==> src/rtl/mux_sched_pkg.sv <==
// Shared types and constants for the round-robin scheduled 8:1 mux.
package mux_sched_pkg;

  localparam int N_REQ = 8;
  localparam int SEL_W = 3;

  typedef enum logic {
    ST_IDLE = 1'b0,
    ST_BUSY = 1'b1
  } state_t;

  // Requester i drives mux input a..h, which is selected by the reversed code.
  function automatic logic [SEL_W-1:0] idx_to_sel(input logic [SEL_W-1:0] idx);
    return 3'd7 - idx;
  endfunction

endpackage

==> src/rtl/mux_rr_sched_pick.sv <==
// Combinational round-robin picker: first set request scanning upward from ptr+1, wrapping.
module rr_pick8
  import mux_sched_pkg::*;
(
  input  logic [7:0] req,
  input  logic [2:0] ptr,
  output logic [2:0] winner,
  output logic       any_req
);

  logic [15:0] dbl_s;
  logic [3:0]  start_s;
  logic [7:0]  rot_s;
  logic [2:0]  off_s;

  // Rotate so bit 0 of rot_s is requester ptr+1, then take the lowest set bit.
  always_comb begin
    dbl_s   = {req, req};
    start_s = {1'b0, ptr} + 4'd1;
    rot_s   = dbl_s[start_s +: 8];
    casez (rot_s)
      8'b???????1: off_s = 3'd0;
      8'b??????10: off_s = 3'd1;
      8'b?????100: off_s = 3'd2;
      8'b????1000: off_s = 3'd3;
      8'b???10000: off_s = 3'd4;
      8'b??100000: off_s = 3'd5;
      8'b?1000000: off_s = 3'd6;
      8'b10000000: off_s = 3'd7;
      default:     off_s = 3'd0;
    endcase
    winner  = ptr + 3'd1 + off_s;
    any_req = |req;
  end

endmodule

==> src/rtl/mux_rr_sched.sv <==
// Round-robin arbiter driving an 8:1 one-bit mux with beat-limited, registered grants.
module mux_rr_sched
  import mux_sched_pkg::*;
#(
  parameter int MAX_BEATS = 16,
  parameter int CNT_W     = 8
) (
  input  logic       clk,
  input  logic       rst,
  input  logic [7:0] req,
  input  logic [7:0] last,
  input  logic [7:0] din,
  input  logic       ready,
  output logic [7:0] gnt,
  output logic       gnt_valid,
  output logic [2:0] sel,
  output logic       y,
  output logic       y_valid
);

  state_t           state_r, state_s;
  logic [2:0]       owner_r, owner_s;
  logic [2:0]       ptr_r, ptr_s;
  logic [CNT_W-1:0] cnt_r, cnt_s;
  logic [7:0]       gnt_r, gnt_s;
  logic             gnt_valid_r, gnt_valid_s;
  logic [2:0]       sel_r, sel_s;
  logic             y_r, y_s;
  logic             y_valid_r, y_valid_s;

  logic [2:0]       pick_ptr_s;
  logic [2:0]       winner_s;
  logic             any_s;
  logic             accept_s;
  logic             release_s;

  // While busy the current owner becomes lowest priority for the hand-over.
  assign pick_ptr_s = (state_r == ST_BUSY) ? owner_r : ptr_r;

  rr_pick8 u_pick (
    .req     (req),
    .ptr     (pick_ptr_s),
    .winner  (winner_s),
    .any_req (any_s)
  );

  assign accept_s  = gnt_valid_r & ready;
  assign release_s = (state_r == ST_BUSY) &
                     ((accept_s & last[owner_r]) |
                      (accept_s & (cnt_r == CNT_W'(MAX_BEATS - 1))) |
                      ~req[owner_r]);

  // Next-state, grant and data-capture logic.
  always_comb begin
    state_s     = state_r;
    owner_s     = owner_r;
    ptr_s       = ptr_r;
    cnt_s       = cnt_r;
    gnt_s       = gnt_r;
    gnt_valid_s = gnt_valid_r;
    sel_s       = sel_r;
    y_s         = y_r;
    y_valid_s   = 1'b0;

    if (accept_s) begin
      y_s       = din[owner_r];
      y_valid_s = 1'b1;
    end else begin
      y_s       = y_r;
      y_valid_s = 1'b0;
    end

    case (state_r)
      ST_IDLE: begin
        if (any_s) begin
          state_s     = ST_BUSY;
          owner_s     = winner_s;
          cnt_s       = {CNT_W{1'b0}};
          gnt_s       = 8'h01 << winner_s;
          gnt_valid_s = 1'b1;
          sel_s       = idx_to_sel(winner_s);
        end else begin
          state_s     = ST_IDLE;
          gnt_s       = 8'h00;
          gnt_valid_s = 1'b0;
          sel_s       = 3'd0;
        end
      end
      ST_BUSY: begin
        if (release_s) begin
          ptr_s = owner_r;
          if (any_s) begin
            state_s     = ST_BUSY;
            owner_s     = winner_s;
            cnt_s       = {CNT_W{1'b0}};
            gnt_s       = 8'h01 << winner_s;
            gnt_valid_s = 1'b1;
            sel_s       = idx_to_sel(winner_s);
          end else begin
            state_s     = ST_IDLE;
            cnt_s       = {CNT_W{1'b0}};
            gnt_s       = 8'h00;
            gnt_valid_s = 1'b0;
            sel_s       = 3'd0;
          end
        end else if (accept_s) begin
          cnt_s = cnt_r + CNT_W'(1);
        end else begin
          cnt_s = cnt_r;
        end
      end
      default: begin
        state_s     = ST_IDLE;
        cnt_s       = {CNT_W{1'b0}};
        gnt_s       = 8'h00;
        gnt_valid_s = 1'b0;
        sel_s       = 3'd0;
      end
    endcase
  end

  // State and output registers; ptr resets to 7 so requester 0 wins first.
  always_ff @(posedge clk or posedge rst) begin
    if (rst) begin
      state_r     <= ST_IDLE;
      owner_r     <= 3'd0;
      ptr_r       <= 3'd7;
      cnt_r       <= {CNT_W{1'b0}};
      gnt_r       <= 8'h00;
      gnt_valid_r <= 1'b0;
      sel_r       <= 3'd0;
      y_r         <= 1'b0;
      y_valid_r   <= 1'b0;
    end else begin
      state_r     <= state_s;
      owner_r     <= owner_s;
      ptr_r       <= ptr_s;
      cnt_r       <= cnt_s;
      gnt_r       <= gnt_s;
      gnt_valid_r <= gnt_valid_s;
      sel_r       <= sel_s;
      y_r         <= y_s;
      y_valid_r   <= y_valid_s;
    end
  end

  assign gnt       = gnt_r;
  assign gnt_valid = gnt_valid_r;
  assign sel       = sel_r;
  assign y         = y_r;
  assign y_valid   = y_valid_r;

endmodule

==> config.mk <==
export PLATFORM = sky130hd
export DESIGN_NAME = mux_rr_sched
export DESIGN_NICKNAME = d
export VERILOG_FILES = /design/src/rtl/mux_sched_pkg.sv /design/src/rtl/mux_rr_sched_pick.sv /design/src/rtl/mux_rr_sched.sv
export SDC_FILE = /design/constraint.sdc
export NUM_CORES = 1
export LEC_CHECK = 0
export ABC_AREA = 1
export CELL_PAD_IN_SITES_DETAIL_PLACEMENT = 1
export CELL_PAD_IN_SITES_GLOBAL_PLACEMENT = 1
export CORE_MARGIN = 3
export CORE_UTILIZATION = 48
export CTS_CLUSTER_SIZE = 8
export DETAILED_ROUTE_END_ITERATION = 6
export DONT_BUFFER_PORTS = 1
export PLACE_DENSITY = 0.87
export SKIP_LAST_GASP = 1
export SLEW_MARGIN = 20
export SYNTH_ARGS = -nofsm -noshare
export SYNTH_HDL_FRONTEND = slang
export SYNTH_SLANG_ARGS = --single-unit
export TNS_END_PERCENT = 30
==> constraint.sdc <==
create_clock -name clk -period 4 [get_ports clk]
set_input_delay 0.2 -clock clk [delete_from_list [all_inputs] [get_ports clk]]
set_output_delay 0.2 -clock clk [all_outputs]
set_load 0.005 [all_outputs]
# After elaboration in Yosys (flattened, before gate mapping)
# Index checks and enable logic that the tools add are counted.
[totals] memories=0 inputBits=27 out_inout_bits=14 latch_bits=0 mem_bits_ro=0 elab_cells=66 reg_bits=29 ram_bits=0
[op_classes] bitwise=8 n_shift=2 reduce_logical=3 order_cmp=1 eq_ne=11 n_addsub=5 n_mul=0 n_mux=27 div=0
[op_table] cell="8-bit two-way mux" n=5
[op_table] cell="8-bit one-hot mux with 2 select lines" n=2
[op_table] cell="3-bit one-hot mux with 7 select lines" n=1
[op_table] cell="16-bit by 5-bit variable part select with 8-bit output" n=1
[op_table] cell="3-bit two-way mux" n=5
[op_table] cell="3-bit one-hot mux with 2 select lines" n=2
[op_table] cell="1-bit binary-select mux with 3-bit select" n=3
[op_table] cell="8-bit by 1-bit adder with 8-bit output (second input constant)" n=1
[op_table] cell="8-bit by 4-bit == test with 1-bit output (second input constant)" n=1
[op_table] cell="8-bit == test (second input constant)" n=1
[op_table] cell="8-bit OR reduction" n=1
[op_table] cell="1-bit by 3-bit << shifter with 8-bit output (first input constant)" n=1
[op_table] cell="7-bit == test (second input constant)" n=1
[op_table] cell="1-bit two-way mux" n=7
[op_table] cell="6-bit == test (second input constant)" n=1
[op_table] cell="5-bit == test (second input constant)" n=1
[op_table] cell="3-bit by 1-bit adder with 4-bit output (second input constant)" n=1
[op_table] cell="1-bit AND" n=4
[op_table] cell="4-bit == test (second input constant)" n=1
[op_table] cell="3-bit by 4-bit less-than comparator with 1-bit output (second input constant)" n=1
[op_table] cell="1-bit one-hot mux with 2 select lines" n=2
[op_table] cell="2-bit AND reduction" n=2
[op_table] cell="3-bit by 1-bit adder with 3-bit output (second input constant)" n=1
[op_table] cell="3-bit adder" n=1
[op_table] cell="other kinds (8)" n=10

# Longest topological paths before layout
[logic_depth] ltp_word=10 ltp_mapped=21 depth_no_buf=20

# By module
# From an unflattened synthesis, not the netlist that was laid out.
[hier_totals] hier_cells=325 area_unflattened_um2=2393.5
[by_module_without_submodules] module="mux_rr_sched" instances=1 seq_area_each_um2=729.4 area_per_inst_um2=1701.6 cells_each=217
[by_module_without_submodules] module="rr_pick8" instances=1 seq_area_each_um2=0.0 area_per_inst_um2=691.9 cells_each=108

# Least setup slack after synthesis
# OpenSTA, ideal clock, no wires.
[synth_timing] kind="reg2reg" start="register state_r" end="register gnt_r[1], in the netlist gnt[1]" period_less_slack_ns=2.772 stages_incl_launch_ff=20 path_slack_ns=1.228 setup_time_ns=0.118 t_arrival_ns=2.654 path_cell_list="dfrtp_1 -> buf_6 -> nand2_2 -> buf_2 -> nand3_1 -> nand3_1 -> nand3_1 -> nand2_1 -> nand2_1 -> nor2_4 -> o211a_1 -> nor2_1 -> ha_1 -> fa_1 -> xnor2_1 -> inv_1 -> nand3_1 -> nand2_2 -> nand3_1 -> nand2_1"
[synth_via] elab_chain_cells=10
[synth_rtl] item="start, declared" line="mux_rr_sched.sv:21" text="state_t state_r, state_s;"
[synth_rtl] item="start signal, assigned" line="mux_rr_sched.sv:135" text="state_r <= state_s;"
[synth_rtl] item="3-bit two-way mux" line="mux_rr_sched.sv:38" text="assign pick_ptr_s = (state_r == ST_BUSY) ? owner_r : ptr_r;"
[synth_rtl] item="3-bit by 1-bit adder with 4-bit output" line="mux_rr_sched_pick.sv:19" text="start_s = {1'b0, ptr} + 4'd1;"
[synth_rtl] item="16-bit by 5-bit variable part select with 8-bit output" line="mux_rr_sched_pick.sv:20" text="rot_s = dbl_s[start_s +: 8];"
[synth_rtl] item="8-bit == test (tied with other cells)" line="mux_rr_sched_pick.sv:21" text="casez (rot_s)"
[synth_rtl] item="3-bit one-hot mux with 7 select lines" line="mux_rr_sched_pick.sv:21"
[synth_rtl] item="3-bit adder" line="mux_rr_sched_pick.sv:32" text="winner = ptr + 3'd1 + off_s;"
[synth_rtl] item="1-bit by 3-bit << shifter with 8-bit output" line="mux_rr_sched.sv:79, mux_rr_sched.sv:96"
[synth_rtl] item="8-bit two-way mux" line="mux_rr_sched.sv:75, mux_rr_sched.sv:92"
[synth_rtl] item="8-bit two-way mux" line="mux_rr_sched.sv:90" text="if (release_s) begin"
[synth_rtl] item="8-bit one-hot mux with 2 select lines" line="mux_rr_sched.sv:73" text="case (state_r)"
[synth_rtl] item="end signal, assigned" line="mux_rr_sched.sv:139" text="gnt_r <= gnt_s;"
[synth_rtl] item="end, declared" line="mux_rr_sched.sv:25" text="logic [7:0] gnt_r, gnt_s;"
# Several ways; a longest one is shown, not always the timed one. The select of a mux whose other input is x is not followed.
# A chain may end at the register's enable or synchronous reset.

# Worst setup path after layout
[layout_timing] start="register state_r" end="register gnt_r[2], in the netlist gnt[2]"
# Same word-level chain as after synthesis.

==> results.cfg <==
[run_status]
status = finished clean

[worst_setup_path]
critPathKind = reg -> reg
worstPathRequired_ps = 4170
worst_ep_arrival_time_ps = 3770
start_kind = flop
end_kind = flop
critPathMaxFanout = 14

[synthesis]
ys_seq_elements = 29
yosys.cell_types.count = 34
synth_top_family_by_area = simple AND/OR/NAND/NOR gates
synthSimpleGateAreaFrac = 0.418
synthMuxAreaShare = 0
synth_nets = 364
avgSynthCellArea_um2 = 6.72
synth_compound_gate_area_share = 0.122
synthAdderAreaFrac = 0.0201
netlist_instances = 334
yosys_warnings = 0
ys_seq_area_frac = 0.325
synthesis.area_um2 = 2240
synth_xor_area_frac = 0.0234

[routing]
dr.first_iter.drc_count = 57
wl_per_cell_um = 16.2
routed_wl_mm = 6.22
viasPerCell = 5.69
ant_nets = 0
route.detailed.drc = 0
first_pass_iters = 4
vias = 2192

[clocking]
root_buffer = clkbuf_8
clkLatencyLatePin_ps = 290
post_cts.repair.setup_buffers = 0
clk_path_buf_depth = 2
cts.repair.resized = 0
cts_made_buffers = 5
clkTransAtPathRegs_ps = 60
htreeDepth = 2
clock_sinks = 29
cts_tree = yes

[hold_path]
hold_path_class = in -> reg

[sta]
slew_headroom = 0.343
setup_tns_ps = 0
skew_ps = 9.15
drv_slew = 0
min_period_ps = 3600
rsz0062_at_grt = false
final.period_utilization = 0.900
setup_violations = 0
fmax_ghz = 0.278
worstMarginPinSlew_ps = 980
hold_viol = 0

[placed_design]
gp_congestion = 0.887
place_area_um2 = 2230
hpwl_mm = 4.82
portBuffers = 0

[grt]
grt_max_degree = 30
met3_usage = 0.0568
grt_overflow = 0
gr-usage-met2 = 0.416
met1_usage = 0.296
grt_first_pass_wirelength_mm = 10.3
track_usage = 0.244
grt_pass1_vias = 2304
antenna_found_initial = 0
busiest_layer = met2

[floorplan]
initial_core_util = 0.505
die-area_um2 = 5530
ios = 41
core_um2 = 4440
die_y_um = 74.4
rows = 24
die_w_um = 74.4

[layout]
antenna_cells = 0
seq_area_um2 = 729
syn_to_final_growth_pct = 4.57
drive_gt1_frac = 0.111
nets = 362
fillers = 614
fin_area_um2 = 2350
multi_input_area_um2 = 1310

[job]
drv_cap = 0

[pwr]
peakVddDrop_mv = 0.532
power_density_nw_per_um2 = 986
p_leak_nw = 1.19
## through the flow
| step | hold WS [ps] | util | power, W | setup WS [ps] | cells |
|---|---|---|---|---|---|
| 2_1_floorplan | 276 | - | 0.00171 | 1230 | 334 |
| 3_3_place_gp | 400 | 0.503 | 0.00195 | 729 | 376 |
| 3_5_place_dp | 407 | 0.503 | 0.00203 | 463 | 376 |
| 4_1_cts | 94.2 | 0.526 | 0.00232 | 403 | 384 |
| 5_1_grt | 129 | 0.528 | 0.00255 | 82.7 | 385 |
| 6_report | 121 | 0.528 | 0.00231 | 402 | 385 |
## area by class of cell
cell class | count | share of cell area
multi-input combinational | 262 | 0.558
sequential | 29 | 0.311
inverter | 32 | 0.0523
clock buffer | 7 | 0.0411
tap | 52 | 0.0277
timing repair buffer | 2 | 0.00747
clock inverter | 1 | 0.00213
## report_power, final
group / internal [W] / switching (W)
combinational: 0.000465 / 0.00107
clock: 0.000155 / 0.000109
sequential: 0.000409 / 0.000105
## worst paths after layout
check	from	endpoint	slack [ps]	cells after the start
setup / recovery	state_r	gnt[2]	400	20
hold reg to reg	gnt[4]	gnt[4]	510	2
max in group asynchronous	rst	state_r	3080	2
setup reg to reg	state_r	gnt[2]	400	20
min in group asynchronous	rst	cnt_r[1]	470	2
hold / removal	req[4]	state_r	120	2
## synth_stat cells
master | number | area, um2
o21ai_2 | 3 | 26.3
nor4_1 | 2 | 12.5
o221ai_1 | 1 | 8.76
o22ai_1 | 1 | 6.26
nand2_2 | 12 | 75.1
o21ai_0 | 21 | 105
xor2_1 | 2 | 17.5
a21boi_0 | 1 | 7.51
o211ai_1 | 1 | 7.51
buf_2 | 5 | 25.0
buf_6 | 4 | 45.0
o21bai_1 | 1 | 7.51
inv_4 | 1 | 6.26
nor3_1 | 3 | 15.0
o21ai_4 | 2 | 32.5
nand2_1 | 98 | 368
buf_4 | 1 | 7.51
fa_1 | 1 | 20.0
inv_2 | 2 | 7.51
nor2_1 | 22 | 82.6
ha_1 | 2 | 25.0
dfstp_2 | 3 | 78.8
nand4_1 | 2 | 12.5
xnor2_1 | 4 | 35.0
o211a_1 | 1 | 10.0
a21oi_1 | 11 | 55.1
nand3_1 | 65 | 325
nor2_2 | 1 | 6.26
nor2_4 | 1 | 11.3
clkbuf_1 | 1 | 3.75
nand3_2 | 3 | 30.0
inv_1 | 29 | 109
o31ai_1 | 1 | 7.51
dfrtp_1 | 26 | 651
## per-layer routing
layer  part of all wire  up-vias
met5                  0        -
met4              0.028        0
met3              0.043       19
met2               0.49       51
met1               0.44     1031
li1                   -     1091
## cell usage in the layout (no fill, tap or decap), types with 2 or more instances in the layout
cell type and count:
o21ai_4 2, dfstp_2 3, nor2_1 22, clkbuf_8 7, nand3_1 65, xor2_1 2
nand2_1 98, nand4_1 2, nand2_2 12, nand3_2 3, o21ai_2 3, nor3_1 3
o21ai_0 21, xnor2_1 4, inv_2 2, dfrtp_1 26, ha_1 2, nor4_1 2
inv_1 28, a21oi_1 11
## registers in the layout, summed over array words and instances, names as in the netlist
signal,cells
ptr_r,3
y_valid,1
sel,3
gnt_valid,1
gnt,8
y,1
cnt_r,8
owner_r,3
state_r,1
## cells by family after synthesis
family / count (synthesis)
AOI/OAI and AO/OA: 44
xor gates and xnor gates: 6
adders and majority gates: 3
buffers and inverters: 43
DFF: 29
and+or+nand+nor: 209
## timing repair
item | in CTS | in global routing
setup endpoints to repair | 0 | 0
hold buffers | 0 | 1
endpoints found under the hold margin | 0 | 26
## worst max-delay path, cell delays in order (launching register included)
cell and delay [ps]:
dfrtp_1 540, inv_1 190, nand2_2 250, nand2_2 210, nand2_1 180, nand2_1 80
nand2_1 60, nand3_1 70, nand2_1 100, nand2_1 100, nor2_4 160, o211a_1 160
nor2_1 40, ha_1 190, fa_1 380, xnor2_1 300, inv_1 120, nand3_1 120
nand2_2 100, nand3_1 90, nand2_1 60
Note: power is estimated with default switching activity, not from simulation.
